### src/rtl/img_tx_sequencer_pkg.sv
`default_nettype none
// ============================================================================
//  Module      : img_tx_sequencer_pkg
//  Description : Shared state encoding and default frame geometry for the
//                image transmit sequencer and its bench.
//  Revision    : 1.0 - initial release
// ============================================================================
package img_tx_sequencer_pkg;

    // FSM state encoding (3 bits)
    localparam logic [2:0] IDLE  = 3'd0;
    localparam logic [2:0] FETCH = 3'd1;
    localparam logic [2:0] LATCH = 3'd2;
    localparam logic [2:0] SEND  = 3'd3;
    localparam logic [2:0] NEXT  = 3'd4;
    localparam logic [2:0] DONE  = 3'd5;

    // Default frame geometry
    localparam int DEF_ADDR_BITS   = 13;
    localparam int DEF_PIXEL_COUNT = 6767;
    localparam int DEF_REPEAT      = 3;

endpackage : img_tx_sequencer_pkg
`default_nettype wire

### src/rtl/img_tx_sequencer.sv
`default_nettype none
// ============================================================================
//  Module      : img_tx_sequencer
//  Description : Walks the pixel memory one address at a time, captures the
//                filtered gray byte and writes it REPEAT times into the UART
//                TX FIFO, stalling on tx_full. Start/abort controlled.
//  Revision    : 1.0 - initial release
// ============================================================================
module img_tx_sequencer
    import img_tx_sequencer_pkg::*;
#(
    parameter int ADDR_BITS   = DEF_ADDR_BITS,
    parameter int PIXEL_COUNT = DEF_PIXEL_COUNT,
    parameter int REPEAT      = DEF_REPEAT
) (
    input  logic                 clk,
    input  logic                 reset,      // active-low, asynchronous
    input  logic                 start,
    input  logic                 abort,
    output logic [ADDR_BITS-1:0] mem_addr,
    input  logic [7:0]           gray,
    input  logic                 tx_full,
    output logic [7:0]           w_data,
    output logic                 wr_uart,
    output logic                 busy,
    output logic                 done
);

    localparam int                   c_rep_bits  = $clog2(REPEAT + 1);
    localparam logic [ADDR_BITS-1:0] c_last_addr = ADDR_BITS'(PIXEL_COUNT - 1);
    localparam logic [c_rep_bits-1:0] c_last_rep = c_rep_bits'(REPEAT - 1);

    logic [2:0]            r_state;
    logic [2:0]            w_next_state;
    logic [7:0]            r_pix;
    logic [c_rep_bits-1:0] r_rep_cnt;

    // Next-state decode; abort overrides everything, including start.
    always_comb begin
        w_next_state = r_state;
        if (abort) begin
            w_next_state = IDLE;
        end else begin
            case (r_state)
                IDLE:    if (start) w_next_state = FETCH;
                FETCH:   w_next_state = LATCH;
                LATCH:   w_next_state = SEND;
                SEND:    if (!tx_full && (r_rep_cnt == c_last_rep)) w_next_state = NEXT;
                NEXT:    w_next_state = (mem_addr == c_last_addr) ? DONE : FETCH;
                DONE:    w_next_state = IDLE;
                default: w_next_state = IDLE;
            endcase
        end
    end

    // State register.
    always_ff @(posedge clk or negedge reset) begin
        if (!reset) r_state <= IDLE;
        else        r_state <= w_next_state;
    end

    // Address, pixel capture, repeat counter and registered UART/status outputs.
    always_ff @(posedge clk or negedge reset) begin
        if (!reset) begin
            mem_addr  <= '0;
            r_pix     <= '0;
            r_rep_cnt <= '0;
            w_data    <= '0;
            wr_uart   <= 1'b0;
            busy      <= 1'b0;
            done      <= 1'b0;
        end else begin
            wr_uart <= 1'b0;
            done    <= 1'b0;
            busy    <= (w_next_state != IDLE);
            if (abort) begin
                mem_addr <= '0;
            end else begin
                case (r_state)
                    IDLE: mem_addr <= '0;
                    LATCH: begin
                        r_pix     <= gray;
                        r_rep_cnt <= '0;
                    end
                    // A write only issues when the FIFO has room, so a stalled
                    // byte is simply retried on a later cycle.
                    SEND: begin
                        if (!tx_full) begin
                            wr_uart   <= 1'b1;
                            w_data    <= r_pix;
                            r_rep_cnt <= r_rep_cnt + 1'b1;
                        end
                    end
                    // Address only advances below the last pixel; it never wraps.
                    NEXT: begin
                        if (mem_addr != c_last_addr) mem_addr <= mem_addr + 1'b1;
                    end
                    DONE: begin
                        done     <= 1'b1;
                        mem_addr <= '0;
                    end
                    default: ;
                endcase
            end
        end
    end

endmodule : img_tx_sequencer
`default_nettype wire

### config.mk
export PLATFORM = sky130hd
export DESIGN_NAME = img_tx_sequencer
export DESIGN_NICKNAME = d
export VERILOG_FILES = /design/src/rtl/img_tx_sequencer_pkg.sv /design/src/rtl/img_tx_sequencer.sv
export SDC_FILE = /design/constraint.sdc
export NUM_CORES = 1
export LEC_CHECK = 0
export BUFFER_PORTS_ARGS = -buffer_cell sky130_fd_sc_hd__buf_2
export CAP_MARGIN = 10
export CORE_ASPECT_RATIO = 1.2
export CORE_MARGIN = 4
export CORE_UTILIZATION = 39
export CTS_BUF_LIST = sky130_fd_sc_hd__clkbuf_4
export CTS_CLUSTER_SIZE = 10
export DETAILED_ROUTE_END_ITERATION = 16
export SYNTH_ARGS = -nofsm -noshare
export SYNTH_HDL_FRONTEND = slang
export SYNTH_SLANG_ARGS = --single-unit
export TNS_END_PERCENT = 5
### constraint.sdc
create_clock -name clk -period 1.9 [get_ports clk]
set_input_delay 0.285 -clock clk [delete_from_list [all_inputs] [get_ports clk]]
set_output_delay 0.285 -clock clk [all_outputs]
set_load 0.1 [all_outputs]
==> impl_metrics.csv <==
group,metric,value,unit
outcome,status,"finished, violations left",
outcome,violations,"setup timing",
route,wl,4.03,mm
worst_setup_path,cp_common_cell,"o21ai_0",
clock_network,cts_buffers,5,
final_layout,fillers,443,
synth,synthAdderAreaFrac,2.02,%
worst_setup_path,cp_max_fo,6,
route,drcViolationCount,0,
synth,synth-edff-count,0,
power,p_int,0.00144,W
power,power,0.00234,W
global_route,grt.total_usage,14.6,%
worst_setup_path,cp_data_arrival_time,2.21,ns
final_layout,drive_gt1_share,48.2,%
final_layout,seq_area,962,um2
final_layout,instances_no_fill,278,
clock_network,path_clk_slew,0.14,ns
synth,synth_area,1860,um2
route,first_pass_iters,4,
sta,finalMaxSlewViolations,0,
placed_design,placed_area,2260,um2
global_route,grt-ovfl-total,0,
clock_network,root_buffer,"clkbuf_4",
power,power.leakage,1.18,nW
synth,yosys-top-cells-area,"dfrtp_1, mux2_4, mux2_2",
sta,max_slew_margin,67.1,%
synth,synth_async_sr_flop_share,100,%
final_layout,multi_input_area,877,um2
clock_network,clk_latency,0.35,ns
worst_setup_path,critPathMaxStageDelay,0.58,ns
sta,fin_crit,1.94,ns
die,ioPinCount,37,
die,rows,27,
sta,worst_slack,-0.0407,ns
synth,yosysUniqueCellTypes,44,
synth,synth_seq_area_share,49.8,%
sta,final-hold-violation-count,0,
worst_setup_path,endpoint_kind,"register",
die,chipWidth,71.1,um
worst_setup_path,path_buf_inv,2,
placed_design,dp_cells,266,
sta,finClkSkew,0.0187,ns
final_layout,final_nets,235,
synth,synth_top_cell_area_share,49.8,%
power,irDropWorstVdd,0.379,mV
final_layout,antenna_cells,0,
die,die_area,5940,um2
global_route,grt_pass1_wl,7.02,mm
synth,ys.flop_type,"dfrtp_1",
worst_setup_path,critPathKind,"register to register",
placed_design,hpwl,3.00,mm
global_route,antenna_found_initial,0,
sta,setup_violations,2,
hold_path,min_path_type,"input pin to register",
global_route,grt_max_degree,38,
synth,muxShareOfSynthArea,11.3,%
placed_design,port_buffers,36,
worst_setup_path,worstPathCellList,"or4b_4 > buf_6 > nor4_4 > buf_2 > o21ai_0 > o21ai_0",
flow_run,max_cap_violations,0,
die,start_util,40.5,%
synth,synth_fp_nets,177,
clock_network,clock-sinks,37,
sta,tightest_slew,0.481,ns
synth,yosys.area.top_type,"dfrtp_1",
power,power.density,978,nW/um2
power,net-switching-power,0.000896,W
sta,fmax,515,MHz
placed_design,gp_congestion,0.787,
synth,avgSynthCellArea,11.6,um2
power,pwr-share-seq,42.7,%
global_route,grt_pass1_vias,1527,
worst_setup_path,required,2.17,ns
synth,synthSimpleGateAreaFrac,18.0,%
route,drt_iter0_drc,52,
route,ant_nets,0,
final_layout,syn_to_final_growth,28.4,%
clock_network,cts_buffer_depth,2,
worst_setup_path,crit_family,"simple AND/OR/NAND/NOR gates",
route,post_drt_wl_per_cell,14.5,um
route,vias_per_cell,5.32,
sta,finalCritPeriodShare,102,%
power,clkPwrFrac,24.0,%
die,coreArea,4590,um2
clock_network,cts_tree,"done",
final_layout,final_common_cell,"buf_2",
clock_network,htree_levels,2,
sta,rsz0062_at_grt,"true",
synth,ys_seq_elements,37,
power,swShare,38.3,%
power,combPwrFrac,33.3,%
worst_setup_path,start_kind,"register",
die,die_h,83.7,um
synth,synth_top_family_by_area,"simple AND/OR/NAND/NOR gates",
synth,synth_compound_area_share,14.2,%
synth,synth-xor-area-share,0.471,%
sta,finalHoldWorstSlack,0.167,ns
route,vias,1479,
synth,synth_warnings,0,
synth,postSynthCellCount,161,
final_layout,stdcell_area,2390,um2
final_layout,layout_common_cells,"buf_2, dfrtp_1, buf_4",
worst_setup_path,crit_path_top_delay_cell,"or4b_4",
==> flip-flops by register name (all words and copies together), names as in the netlist <==
name       cells
mem_addr      13
r_pix          8
w_data         8
r_state        3
r_rep_cnt      2
busy           1
done           1
wr_uart        1
==> cells by family (layout without fill, tap and decap cells) <==
family / after synthesis / in the layout
buffers and inverters: 17 / 76
flip-flops: 37 / 37
adder cells (fa/ha/maj): 3 / 3
AO/OA/AOI/OAI: 38 / 38
multiplexers: 16 / 16
XOR/XNOR: 1 / 1
AND/OR/NAND/NOR: 49 / 49
==> synthesized netlist by cell type, drive strengths merged (4+ instances only) <==
master,count
a211o,5
a211oi,5
a21o,6
buf,4
clkbuf,4
dfrtp,37
inv,9
mux2,16
nand2,5
nand3,7
nand4,5
nor3,8
o21ai,11
or4b,4
==> metrics by stage <==
step | worst slack, ns | TNS, ns | utilization (%)
final | -0.0407 | -0.0534 | 52.0
after global routing | -0.116 | -0.885 | 52.0
after CTS | 0.00142 | 0 | 51.7
after detailed placement | -0.0629 | -0.426 | 49.3
after global placement | -0.0142 | -0.0584 | 49.3
after floorplan | -0.0475 | -0.414 | -
==> per-layer routing <==
layer / track usage [%] / wire [um] / vias up
li1: - / - / 725
met1: 18.9 / 1830 / 712
met2: 23.7 / 1960 / 37
met3: 3.61 / 200 / 5
met4: 5.13 / 45 / 0
met5: 0 / 0 / -
==> final timing paths <==
path	startpoint	endpoint	slack [ns]	cells after the start
max in group asynchronous	reset	mem_addr[11]	1.03	3
min in group asynchronous	reset	r_pix[5]	0.49	3
min reg2reg	r_pix[3]	w_data[3]	0.50	1
max reg2reg	mem_addr[7]	mem_addr[12]	-0.04	6
max	mem_addr[7]	mem_addr[12]	-0.04	6
min	gray[5]	r_pix[5]	0.17	2
==> power groups by stage <==
stage | Clock (W) | Sequential [W] | Combinational (W)
after floorplan | 0 | 0.00139 | 0.000248
after global placement | 0 | 0.00101 | 0.000770
after detailed placement | 0 | 0.00102 | 0.000782
after CTS | 0.000587 | 0.000999 | 0.000784
after global routing | 0.000611 | 0.00102 | 0.000826
final | 0.000561 | 0.000998 | 0.000778
==> cell type report <==
| cell class | count | share of cell area (%) |
|---|---|---|
| multi-input combinational | 107 | 36.7 |
| clock buffer | 5 | 1.57 |
| sequential | 37 | 40.3 |
| clock inverter | 3 | 1.94 |
| timing repair buffer | 59 | 15.1 |
| tap | 58 | 3.04 |
| inverter | 9 | 1.41 |
==> timing repair <==
item / CTS / global route
pin swaps: 1 / 0
endpoints found under the hold margin: 37 / 0
gates resized for setup: 1 / 2
setup buffers: 2 / 0
gates cloned: 0 / 1
setup endpoints to repair: 7 / 14
hold buffers: 1 / 0
Power figures use the tool's default switching activity.
